## config.mk

```make
export PLATFORM = sky130hd
export DESIGN_NAME = wb_timer_arbiter
export DESIGN_NICKNAME = d
export VERILOG_FILES = /design/src/rtl/wb_timer_arbiter.sv
export SDC_FILE = /design/constraint.sdc
export NUM_CORES = 1
export LEC_CHECK = 0
export ABC_AREA = 1
export ABC_CLOCK_PERIOD_IN_PS = 2100
export CAP_MARGIN = 25
export CORE_AREA = 2 2 123 125
export CTS_BUF_LIST = sky130_fd_sc_hd__clkbuf_8
export DETAILED_ROUTE_END_ITERATION = 10
export DIE_AREA = 0 0 125 127
export SYNTH_ARGS = -nofsm -noshare
export SYNTH_HDL_FRONTEND = slang
export SYNTH_SLANG_ARGS = --single-unit
```

## constraint.sdc

```tcl
create_clock -name clk_i -period 2.1 [get_ports clk_i]
set_clock_uncertainty 0.2 [all_clocks]
set_input_delay 0.315 -clock clk_i [delete_from_list [all_inputs] [get_ports clk_i]]
set_output_delay 0.315 -clock clk_i [all_outputs]
set_load 0.1 [all_outputs]
```

## src/rtl/wb_timer_arbiter.sv

```systemverilog
// Two-master round-robin Wishbone arbiter in front of one slave (timer adapter).
// Optional stalled-strobe abort is compiled in with WB_ARB_TIMEOUT_EN.
module wb_timer_arbiter #(
  parameter int TIMEOUT_CYCLES = 16,
  parameter int TIMEOUT_W      = 5
) (
  input  logic        clk_i,
  input  logic        rst_n,
  input  logic [31:0] m0_addr_i,
  input  logic [31:0] m0_data_i,
  output logic [31:0] m0_data_o,
  input  logic        m0_we_i,
  input  logic        m0_stb_i,
  input  logic        m0_cyc_i,
  input  logic [3:0]  m0_sel_i,
  output logic        m0_ack_o,
  output logic        m0_err_o,
  input  logic [31:0] m1_addr_i,
  input  logic [31:0] m1_data_i,
  output logic [31:0] m1_data_o,
  input  logic        m1_we_i,
  input  logic        m1_stb_i,
  input  logic        m1_cyc_i,
  input  logic [3:0]  m1_sel_i,
  output logic        m1_ack_o,
  output logic        m1_err_o,
  output logic [31:0] s_addr_o,
  output logic [31:0] s_data_o,
  input  logic [31:0] s_data_i,
  output logic        s_we_o,
  output logic        s_stb_o,
  output logic        s_cyc_o,
  output logic [3:0]  s_sel_o,
  input  logic        s_ack_i
);

  typedef enum logic [1:0] {
    IDLE = 2'd0,
    GNT0 = 2'd1,
    GNT1 = 2'd2
  } state_t;

  state_t state;
  state_t state_nx;
  logic   last;
  logic   last_nx;
  logic   req0;
  logic   req1;
  logic   own0;
  logic   own1;
  logic   tmo;

  assign req0 = m0_cyc_i & m0_stb_i;
  assign req1 = m1_cyc_i & m1_stb_i;
  assign own0 = (state == GNT0);
  assign own1 = (state == GNT1);

`ifdef WB_ARB_TIMEOUT_EN
  logic [TIMEOUT_W-1:0] cnt;
  logic                 stall;

  assign stall = (own0 & req0) | (own1 & req1);
  assign tmo   = stall & ~s_ack_i
               & (cnt == TIMEOUT_W'(TIMEOUT_CYCLES - 1));

  // Cleared while idle, so every new grant starts from zero
  always_ff @(posedge clk_i or negedge rst_n) begin
    if (!rst_n) begin
      cnt <= '0;
    end else if (state == IDLE || tmo || s_ack_i) begin
      cnt <= '0;
    end else if (stall) begin
      cnt <= cnt + 1'b1;
    end
  end

  assign m0_err_o = own0 & tmo;
  assign m1_err_o = own1 & tmo;
`else
  assign tmo      = 1'b0;
  assign m0_err_o = 1'b0;
  assign m1_err_o = 1'b0;
`endif

  always_ff @(posedge clk_i or negedge rst_n) begin
    if (!rst_n) begin
      state <= IDLE;
      last  <= 1'b1;
    end else begin
      state <= state_nx;
      last  <= last_nx;
    end
  end

  always_comb begin
    state_nx = state;
    last_nx  = last;
    case (state)
      IDLE: begin
        if (req0 & req1) begin
          state_nx = last ? GNT0 : GNT1;
        end else if (req0) begin
          state_nx = GNT0;
        end else if (req1) begin
          state_nx = GNT1;
        end
      end
      GNT0: begin
        if (!m0_cyc_i || tmo) begin
          state_nx = IDLE;
          last_nx  = 1'b0;
        end
      end
      GNT1: begin
        if (!m1_cyc_i || tmo) begin
          state_nx = IDLE;
          last_nx  = 1'b1;
        end
      end
      default: state_nx = IDLE;
    endcase
  end

  // Ack is gated by the owner's CYC so a late slave ack is dropped
  always_comb begin
    s_addr_o  = '0;
    s_data_o  = '0;
    s_sel_o   = '0;
    s_we_o    = 1'b0;
    s_stb_o   = 1'b0;
    s_cyc_o   = 1'b0;
    m0_ack_o  = 1'b0;
    m1_ack_o  = 1'b0;
    m0_data_o = '0;
    m1_data_o = '0;
    case (state)
      GNT0: begin
        s_addr_o  = m0_addr_i;
        s_data_o  = m0_data_i;
        s_sel_o   = m0_sel_i;
        s_we_o    = m0_we_i;
        s_cyc_o   = m0_cyc_i & ~tmo;
        s_stb_o   = req0 & ~tmo;
        m0_ack_o  = m0_cyc_i & s_ack_i;
        m0_data_o = s_data_i;
      end
      GNT1: begin
        s_addr_o  = m1_addr_i;
        s_data_o  = m1_data_i;
        s_sel_o   = m1_sel_i;
        s_we_o    = m1_we_i;
        s_cyc_o   = m1_cyc_i & ~tmo;
        s_stb_o   = req1 & ~tmo;
        m1_ack_o  = m1_cyc_i & s_ack_i;
        m1_data_o = s_data_i;
      end
      default: ;
    endcase
  end

endmodule
```

==> impl_metrics.py <==
metrics = {
    "synth": {
        "yosys.area.top_type": "nand2_1",
        "synth_cells": 405,
        "syn_area_sq_um": 1764,
        "netlist-cell-type-count": 14,
        "ys_seq_area_share_pct": 4.326,
        "ys_ff_latch": 3,
        "synth_area_leaders": "nand2_1, a21oi_1, inv_1",
        "ys_warn_count": 0,
        "syn_avg_cell_area_sq_um": 4.356,
        "synth_top_cell_area_share_pct": 45.53,
    },
    "setup_path": {
        "path_max_fanout": 5,
        "worstPathRequired_ns": 1.58,
        "arrival_ns": 1.66,
        "crit_buf_inv": 5,
        "worst_setup_path_start_kind": "register",
        "crit_slowest_cell": "dfrtp_1",
        "max_stage_delay_ns": 0.38,
        "cp-end-kind": "primary output",
        "path_class": "register to primary output",
        "crit_family": "buffers and inverters",
        "cp_cell_sequence": "buf_4 > ha_4 > buf_4 > buf_12 > nand2_2 > nand2_2 > inv_2 > nor2_4 > buf_12",
    },
    "sta": {
        "timing.final.max_slew_violations": 0,
        "rsz0062_at_grt": "yes",
        "setup-violations-final": 101,
        "fmax_mhz": 459.7,
        "hold_viol": 0,
        "setup_ws_ns": -0.07535,
        "min_period_ns": 2.175,
        "fin_crit_sh_pct": 103.6,
        "tns_ns": -3.375,
    },
    "floorplanning": {
        "fp-row-count": 44,
        "io_pins": 316,
        "fp.dieH_um": 127,
        "dieArea_sq_um": 15880,
        "design.core.area_sq_um": 14420,
        "start_util_pct": 12.23,
        "die_w_um": 125,
    },
    "power": {
        "power_density_nw_per_um2": 1742,
        "max-vdd-ir-drop_mv": 1.170,
        "total_power_w": 0.01487,
        "p_leak_nw": 2.944,
    },
    "final_layout": {
        "final_common_cell": "clkdlybuf4s50_1",
        "mostFrequentLayoutCells": "clkdlybuf4s50_1, buf_12, nand2_1",
        "drive_gt1_share_pct": 58.63,
        "nNetsFinal": 911,
        "fill_cells": 1182,
        "area_growth_pct": 383.9,
        "diodes": 0,
    },
    "route": {
        "firstDrtPassIters": 4,
        "drc": 0,
        "routed_wl_um": 14890,
        "via_per_inst": 4.218,
        "vias": 3855,
        "routedWlPerCell_um": 16.29,
        "ant_nets": 0,
        "drt-initial-drc-count": 98,
    },
    "global_route": {
        "grt_pass1_wl_um": 21650,
        "grt.total_usage_pct": 16.88,
        "grt_overflow_total": 0,
        "grt_max_degree": 30,
        "grt_pass1_vias": 4101,
        "antenna_found_initial": 0,
    },
    "placed_design": {
        "io_buffers": 313,
        "dp_hpwl_um": 11140,
        "gp_congestion": 0.8427,
        "post-place-ws_ns": 0.07160,
    },
    "cts": {
        "numCtsBuffers": 3,
        "ctsHoldBuffers": 0,
        "clock_latency_ns": 0.22,
        "root_buffer": "clkbuf_8",
        "cts.clk_slew.worst_paths_ns": 0.03,
        "clock-sinks": 3,
        "clockBufferDepth": 2,
        "cts.htree.levels": 1,
        "cts_tree": "yes",
    },
    "run": {
        "drv_cap": 0,
    },
    "run_status": {
        "status": "finished, violations left",
        "violations": "negative setup slack",
    },
    "worst_hold_path": {
        "hold_class": "primary input to asynchronous set/reset pin",
    },
}
where the power goes:
| part | total, W | switching [W] | internal, W |
|---|---|---|---|
| clock | 0.000167 | 0.0000426 | 0.000125 |
| sequential | 0.000103 | 0.0000131 | 0.0000896 |
| combinational | 0.0146 | 0.00940 | 0.00521 |
| total | 0.0149 | 0.00945 | 0.00542 |
cell usage after synthesis (all sizes together):
master    n
dfstp     1
dfrtp     2
clkbuf    7
inv      71
ha        3
buf      25
a21oi    70
nand2   214
nor2      4
nand3     4
o21ai     3
conb      1
state kept, by name (all words and copies together), names as in the netlist:
signal,cells
state,2
last,1
worst register-to-register path, cell delays in order (launching register included):
cell and delay (ns):
dfrtp_1 0.38, buf_4 0.15, ha_4 0.19, buf_4 0.16, buf_12 0.13, nand2_2 0.07, nand2_2 0.07, inv_2 0.08
nand2_1 0.12, nand2_1 0.07, o21ai_0 0.07
layer usage:
metal / vias up / global-route usage, % / part of all wire [%]
met2: 212 / 32.93 / 54
li1: 1851 / - / -
met3: 26 / 3.434 / 7.0
met1: 1766 / 18.26 / 37
met5: - / 0 / 0
met4: 0 / 5.098 / 2.6
cell type report:
class | count | area, sq um | share of cell area (%)
clock buffers | 3 | 41.29 | 0.4837
clock inverters | 1 | 3.754 | 0.04397
inverters | 71 | 496.7 | 5.819
multi-input cells | 300 | 2455 | 28.76
flip-flops and latches | 3 | 76.32 | 0.8940
well taps | 184 | 230.2 | 2.697
repair buffers | 352 | 5234 | 61.31
repair_timing:
| item | 4_1_cts | 5_1_grt |
|---|---|---|
| buffers inserted | 6 | 1 |
| resized for setup | 78 | 51 |
| gates cloned | 6 | 9 |
| endpoints found under the setup margin | 72 | 132 |
| pin swaps | 26 | 6 |
metrics by stage:
step	utilization [%]	cell area, sq um	instances	hold WS [ns]
detailed placement	53.37	7697	888	0.3049
global route	59.19	8537	914	0.1063
CTS	56.69	8177	904	0.09580
global placement	53.37	7697	888	0.2965
finish	59.19	8537	914	0.09843
floorplan	-	2909	406	-0.1806
kinds of logic after synthesis:
logic type	Yosys count	synth area share, %
simple gates	222	47.52
buf+inv	103	25.11
compound gates	73	20.71
fa+ha+maj	3	2.128
flops	3	4.327
other cells	1	0.2126
final timing paths:
| path | from | cells after the start | slack (ns) | end |
|---|---|---|---|---|
| max | state[0]$_DFFE_PN0P_ | 9 | -0.08 | s_cyc_o |
| min | rst_n | 1 | 0.1 | state[0]$_DFFE_PN0P_ |
| max reg2reg | state[0]$_DFFE_PN0P_ | 10 | 0.28 | state[0]$_DFFE_PN0P_ |
| min reg2reg | last$_DFFE_PN1P_ | 2 | 0.31 | last$_DFFE_PN1P_ |
| max in group asynchronous | rst_n | 1 | 1.36 | last$_DFFE_PN1P_ |
| min in group clk_i | last$_DFFE_PN1P_ | 2 | 0.31 | last$_DFFE_PN1P_ |
Power figures use the tool's default switching activity.
